`config.mk`:
```
export PLATFORM = sky130hd
export DESIGN_NAME = decode_field_buffer
export DESIGN_NICKNAME = d
export VERILOG_FILES = /design/src/rtl/decode_field_buffer.sv
export SDC_FILE = /design/constraint.sdc
export NUM_CORES = 1
export LEC_CHECK = 0
export ABC_AREA = 1
export BUFFER_PORTS_ARGS = -buffer_cell sky130_fd_sc_hd__buf_2
export CORE_MARGIN = 5
export CORE_UTILIZATION = 40
export DETAILED_ROUTE_END_ITERATION = 10
export GPL_TIMING_DRIVEN = 0
export PLACE_DENSITY = 0.73
export SETUP_SLACK_MARGIN = 0.3
export SLEW_MARGIN = 25
export SYNTH_ARGS = -nofsm -noshare
export SYNTH_HDL_FRONTEND = slang
export SYNTH_SLANG_ARGS = --single-unit
```
`constraint.sdc`:
```
create_clock -name clk -period 4.8 [get_ports clk]
set_input_delay 0.96 -clock clk [delete_from_list [all_inputs] [get_ports clk]]
set_output_delay 0.96 -clock clk [all_outputs]
set_load 0.05 [all_outputs]
```
`src/rtl/decode_field_buffer.sv`:
```
// decode_field_buffer: decode-stage FIFO presenting its head instruction as RV32I fields and a sign-extended immediate
module decode_field_buffer #(
    parameter int XLEN  = 32,
    parameter int PC_W  = 32,
    parameter int DEPTH = 2
) (
    input  logic            clk,
    input  logic            reset,
    input  logic            flush,
    input  logic            in_valid,
    output logic            in_ready,
    input  logic [31:0]     in_instr,
    input  logic [PC_W-1:0] in_pc,
    output logic            out_valid,
    input  logic            out_ready,
    output logic [PC_W-1:0] out_pc,
    output logic [6:0]      opcode,
    output logic [4:0]      rd_addr,
    output logic [4:0]      rs1_addr,
    output logic [4:0]      rs2_addr,
    output logic [2:0]      funct3,
    output logic [6:0]      funct7,
    output logic [XLEN-1:0] imm,
    output logic [2:0]      fmt,
    output logic            illegal
);
    localparam int PW = DEPTH > 1 ? $clog2(DEPTH) : 1;
    localparam int CW = $clog2(DEPTH + 1);

    logic [31:0]     mem_instr [DEPTH];
    logic [PC_W-1:0] mem_pc    [DEPTH];
    logic [PW-1:0]   rd_ptr, wr_ptr;
    logic [CW-1:0]   count;
    logic            push, pop;
    logic [31:0]     ins, imm32;
    logic [2:0]      fmt_raw;

    function automatic logic [PW-1:0] nxt(input logic [PW-1:0] p);
        return p == PW'(DEPTH - 1) ? '0 : p + 1'b1;
    endfunction

    assign in_ready  = !reset && count < CW'(DEPTH);
    assign out_valid = count != '0;
    assign push      = in_valid && in_ready;
    assign pop       = out_valid && out_ready;

    always_ff @(posedge clk) begin
        if (reset || flush) begin
            count  <= '0;
            rd_ptr <= '0;
            wr_ptr <= '0;
        end else begin
            if (push) wr_ptr <= nxt(wr_ptr);
            if (pop) rd_ptr <= nxt(rd_ptr);
            count <= count + CW'(push) - CW'(pop);
        end
    end

    always_ff @(posedge clk) begin
        if (push) begin
            mem_instr[wr_ptr] <= in_instr;
            mem_pc[wr_ptr]    <= in_pc;
        end
    end

    // An empty buffer decodes a zero word, so every field reads 0 and fmt falls to invalid
    assign ins      = out_valid ? mem_instr[rd_ptr] : '0;
    assign out_pc   = out_valid ? mem_pc[rd_ptr] : '0;
    assign opcode   = ins[6:0];
    assign rd_addr  = ins[11:7];
    assign funct3   = ins[14:12];
    assign rs1_addr = ins[19:15];
    assign rs2_addr = ins[24:20];
    assign funct7   = ins[31:25];

    always_comb begin
        fmt_raw = 3'd7;
        case (ins[6:0])
            7'b0110111, 7'b0010111: fmt_raw = 3'd4;
            7'b1101111: fmt_raw = 3'd5;
            7'b1100111, 7'b0000011, 7'b0010011, 7'b0001111, 7'b1110011: fmt_raw = 3'd1;
            7'b1100011: fmt_raw = 3'd3;
            7'b0100011: fmt_raw = 3'd2;
            7'b0110011: fmt_raw = 3'd0;
            default: fmt_raw = 3'd7;
        endcase
    end

    always_comb begin
        imm32 = fmt_raw == 3'd1 ? {{20{ins[31]}}, ins[31:20]} :
                fmt_raw == 3'd2 ? {{20{ins[31]}}, ins[31:25], ins[11:7]} :
                fmt_raw == 3'd3 ? {{19{ins[31]}}, ins[31], ins[7], ins[30:25], ins[11:8], 1'b0} :
                fmt_raw == 3'd4 ? {ins[31:12], 12'b0} :
                fmt_raw == 3'd5 ? {{11{ins[31]}}, ins[31], ins[19:12], ins[20], ins[30:21], 1'b0} :
                32'd0;
    end

    assign imm     = XLEN'(signed'(imm32));
    assign fmt     = out_valid ? fmt_raw : 3'd7;
    assign illegal = out_valid && (fmt_raw == 3'd7 || ins[1:0] != 2'b11);
endmodule

```
==> metrics.md <==
| Metric | Value |
|---|---|
| DRT Pass-1 Iters | `4` |
| Routability-driven placement congestion ratio | `between 0.8 and 0.9` |
| Flop2flop setup slack | `2.81 ns` |
| Slowest CP cell | `dfxtp_1` |
| Slew HR | `about half` |
| Htree depth | `4` |
| Register share of total power | `between 40% and 50%` |
| Multi-input gate area | `~1900 µm²` |
| Maxcap violations | `0` |
| CP cell instances | `buf_2 > buf_2 > buf_2 > nand2_1 > a21oi_1 > nand3_1 > nand3_1 > nor2_1 > nand2_1 > buf_2` |
| Via density per instance | `a little under 5` |
| Cells after Synth | `approximately 600` |
| Comb power frac | `under 10%` |
| Cts repair resizes | `0` |
| FMAX | `281 MHz` |
| CORE AREA | `around 15,000 µm²` |
| Max incr delay on CP | `around 0.33 ns` |
| Pwr dens | `369 nW/µm²` |
| CP endpoint | `imm[17]` |
| Area grow syn2layout | `29.8%` |
| Cell mode on critical path | `buf_2` |
| Die Y | `133 µm` |
| Clock skew | `approximately 0.0047 ns` |
| Final worst slack | `approximately 1.2 ns` |
| DRT antenna net count | `0` |
| Share of layout cells above drive strength 1 | `between 30% and 40%` |
| Setup violations, final | `0` |
| RSZ-0062 raised after global routing | `false` |
| Status | `finished clean` |
| Worst EP required | `about 3.8 ns` |
| # nets final | `866` |
| Starting density of the core | `between 40% and 50%` |
| Total power | `around 0.0029 W` |
| Max VDD drop | `0.000267 V` |
| # port buffers | `170` |
| Overall routed net length | `between 15,000 and 20,000 µm` |
| Total CTS buffers | `17` |
| Inserted Diodes | `0` |
| Clk buf depth | `2` |
| Crit-path max FO | `10` |
| Via count | `4,805` |
| Routed len/inst | `15.7 µm` |
| Switch share | `23.0%` |
| Worst EP arrival | `between 2 and 3 ns` |
| Vias in the first global route | `approximately 4,800` |
| Setup WS pre-CTS | `1.64 ns` |
| # hold bufs at CTS | `0` |
| Final hold vios | `0` |
| DP HPWL | `11,300 µm` |
| Static Leak | `about 3.6 nW` |
| Post-CTS Setup Inserts | `0` |
| Final worst path period share | `roughly 74%` |
| Post-Syn Nets | `673` |
| Die width | `roughly 130 µm` |
| Pin count of the biggest net entering global routing | `25` |
| Initial antenna violation count | `5` |
| DRC | `0` |
| Psw | `between 0.0006 and 0.0007 W` |
| Slew Viols, Final | `0` |
| Std-Cell Rows | `45` |
| Register area share after synthesis | `64.8%` |
| Hold Path Class | `flop to flop` |
| Distinct cells, synth | `31` |
| Clock Power Share | `45.7%` |
| Reg2reg end | `mem_pc[1][3]` |
| Synthesis Warnings | `0` |
| CTS clk-pin slew, worst paths | `roughly 0.060 ns` |
| Filler cell count | `around 1,300` |
| Worst r2r src | `count[1]` |
| Clk root buf | `clkbuf_16` |
| First-pass GRT wire length | `24,500 µm` |
| Die Area | `17,800 µm²` |
| Internal | `0.00224 W` |
| Mapped Avg Cell Area | `about 10 µm²` |
| Mapped cell area | `about 6100 µm²` |
| Critical path class | `flop to output pin` |
| Clk sink count | `approximately 130` |
| CP Capture Type | `output pin` |
| Worst-skew pair later-pin latency | `roughly 0.41 ns` |
| Crit start category | `flop` |
| FF+latch area | `slightly below 4000 µm²` |
| Total grt overflow | `0` |
| Seq cells post-synth | `between 100 and 150` |
| Boundary pin count | `between 150 and 200` |
| Iter 0 DRT Violations | `approximately 210` |
| CTS tree | `done` |
| Minimum clock period | `between 3 and 4 ns` |
| FF-to-FF path depth | `4` |
| Worst-margin pin slew | `approximately 0.75 ns` |
| GRT Total Usage | `17.8%` |
-- synthesized netlist by cell type --
cell        n  area, µm²
o21ai_0     5       25.0
nor2_4      2       22.5
buf_6       3       33.8
nor3_2      1       10.0
buf_2      12       60.1
clkbuf_1    8       30.0
nand2_2     5       31.3
edfxtp_1  128       3840
ha_1        2       25.0
a21oi_1    56        280
a21boi_0    6       45.0
buf_1       8       30.0
buf_12      1       20.0
inv_4       1       6.26
nand3_1    47        235
nor2_2      2       12.5
buf_4       2       15.0
nor2_1     63        236
nand4_1     2       12.5
nand3_2     1       10.0
dfxtp_1     5        100
nand2_4     2       22.5
nand2_1   197        739
or2_2       3       18.8
nor3_1     12       60.1
nand3_4     1       17.5
nand4_4     1       21.3
xnor2_1     1       8.76
inv_2       4       15.0
inv_1      20       75.1
nor2_8      1       20.0
-- layout make-up --
| cell class | instances | share of cell area (%) |
|---|---|---|
| sequential | 133 | 50.0 |
| multi-input combinational | 410 | 23.7 |
| timing repair buffer | 174 | 12.0 |
| clock buffer | 19 | 5.48 |
| tap | 188 | 2.98 |
| buffer | 34 | 2.39 |
| clock inverter | 13 | 2.30 |
| inverter | 25 | 1.22 |
-- state kept, by name, indices dropped and copies added, names as in the netlist, named ones only --
name       cells
count          2
mem_instr     64
mem_pc        64
rd_ptr         1
wr_ptr         1
-- cell usage in the layout, fill, tap and decap left out, drive strengths merged --
cell type	count
or2	3
ha	2
a21boi	6
bufinv	4
nand4	3
nand3	49
a21oi	56
nor3	13
nor2	68
buf	200
o21ai	5
inv	26
nand2	204
dfxtp	5
xnor2	1
edfxtp	128
clkbuf	27
clkinvlp	1
clkinv	7
-- power by group through the flow --
stage                     combinational, W  sequential, W  clock [W]
final                             0.000265        0.00132    0.00133
after global routing              0.000286        0.00132    0.00141
after CTS                         0.000268        0.00132    0.00136
after detailed placement          0.000267        0.00134          0
after global placement            0.000255        0.00135          0
after floorplan                   0.000171        0.00134          0
-- routing by layer --
| metal | global-route usage (%) | share of wire [%] |
|---|---|---|
| met1 | 21.9 | 42 |
| met2 | 28.5 | 47 |
| met3 | 7.25 | 8.3 |
| met4 | 6.17 | 1.8 |
| met5 | 0 | 0.44 |
-- per-stage QoR --
stage / hold WS [ns] / TNS, ns / cell area, µm² / instances / util (%)
3_5_place_dp: 0.475 / 0 / 7280 / 964 / 48.4
6_report: 0.484 / 0 / 7890 / 996 / 52.5
5_1_grt: 0.495 / 0 / 7890 / 996 / 52.5
2_1_floorplan: 0.459 / -40.87 / 6080 / 602 / -
3_3_place_gp: 0.469 / -179.48 / 7170 / 960 / 47.7
4_1_cts: 0.482 / 0 / 7890 / 996 / 52.5
-- logic make-up (layout without fill, tap and decap cells) --
family	Yosys count	after routing	synth area share (%)
AND/OR/NAND/NOR	340	340	24.2
flip-flops	133	133	64.8
AO/OA/AOI/OAI	67	67	5.76
buffers and inverters	59	265	4.69
adder cells (fa/ha/maj)	2	2	0.411
XOR/XNOR	1	1	0.144
-- critical path: cells and delay by family (launching register included) --
| family | cells | cell delay [ns] |
|---|---|---|
| compound gates | 1 | 0.30 |
| buf+inv | 4 | 1.09 |
| flops | 1 | 0.33 |
| simple gates | 5 | 0.46 |
-- worst min path at each step --
stage / startpoint / end / slack (ns) / cells past startpoint
after floorplan: rd_ptr / flop / 0.46 / 2
after global placement: rd_ptr / flop / 0.47 / 2
after detailed placement: rd_ptr / flop / 0.47 / 2
after CTS: rd_ptr / flop / 0.48 / 2
after global routing: rd_ptr / flop / 0.50 / 2
final: rd_ptr / flop / 0.48 / 2
Power figures use the tool's default switching activity.
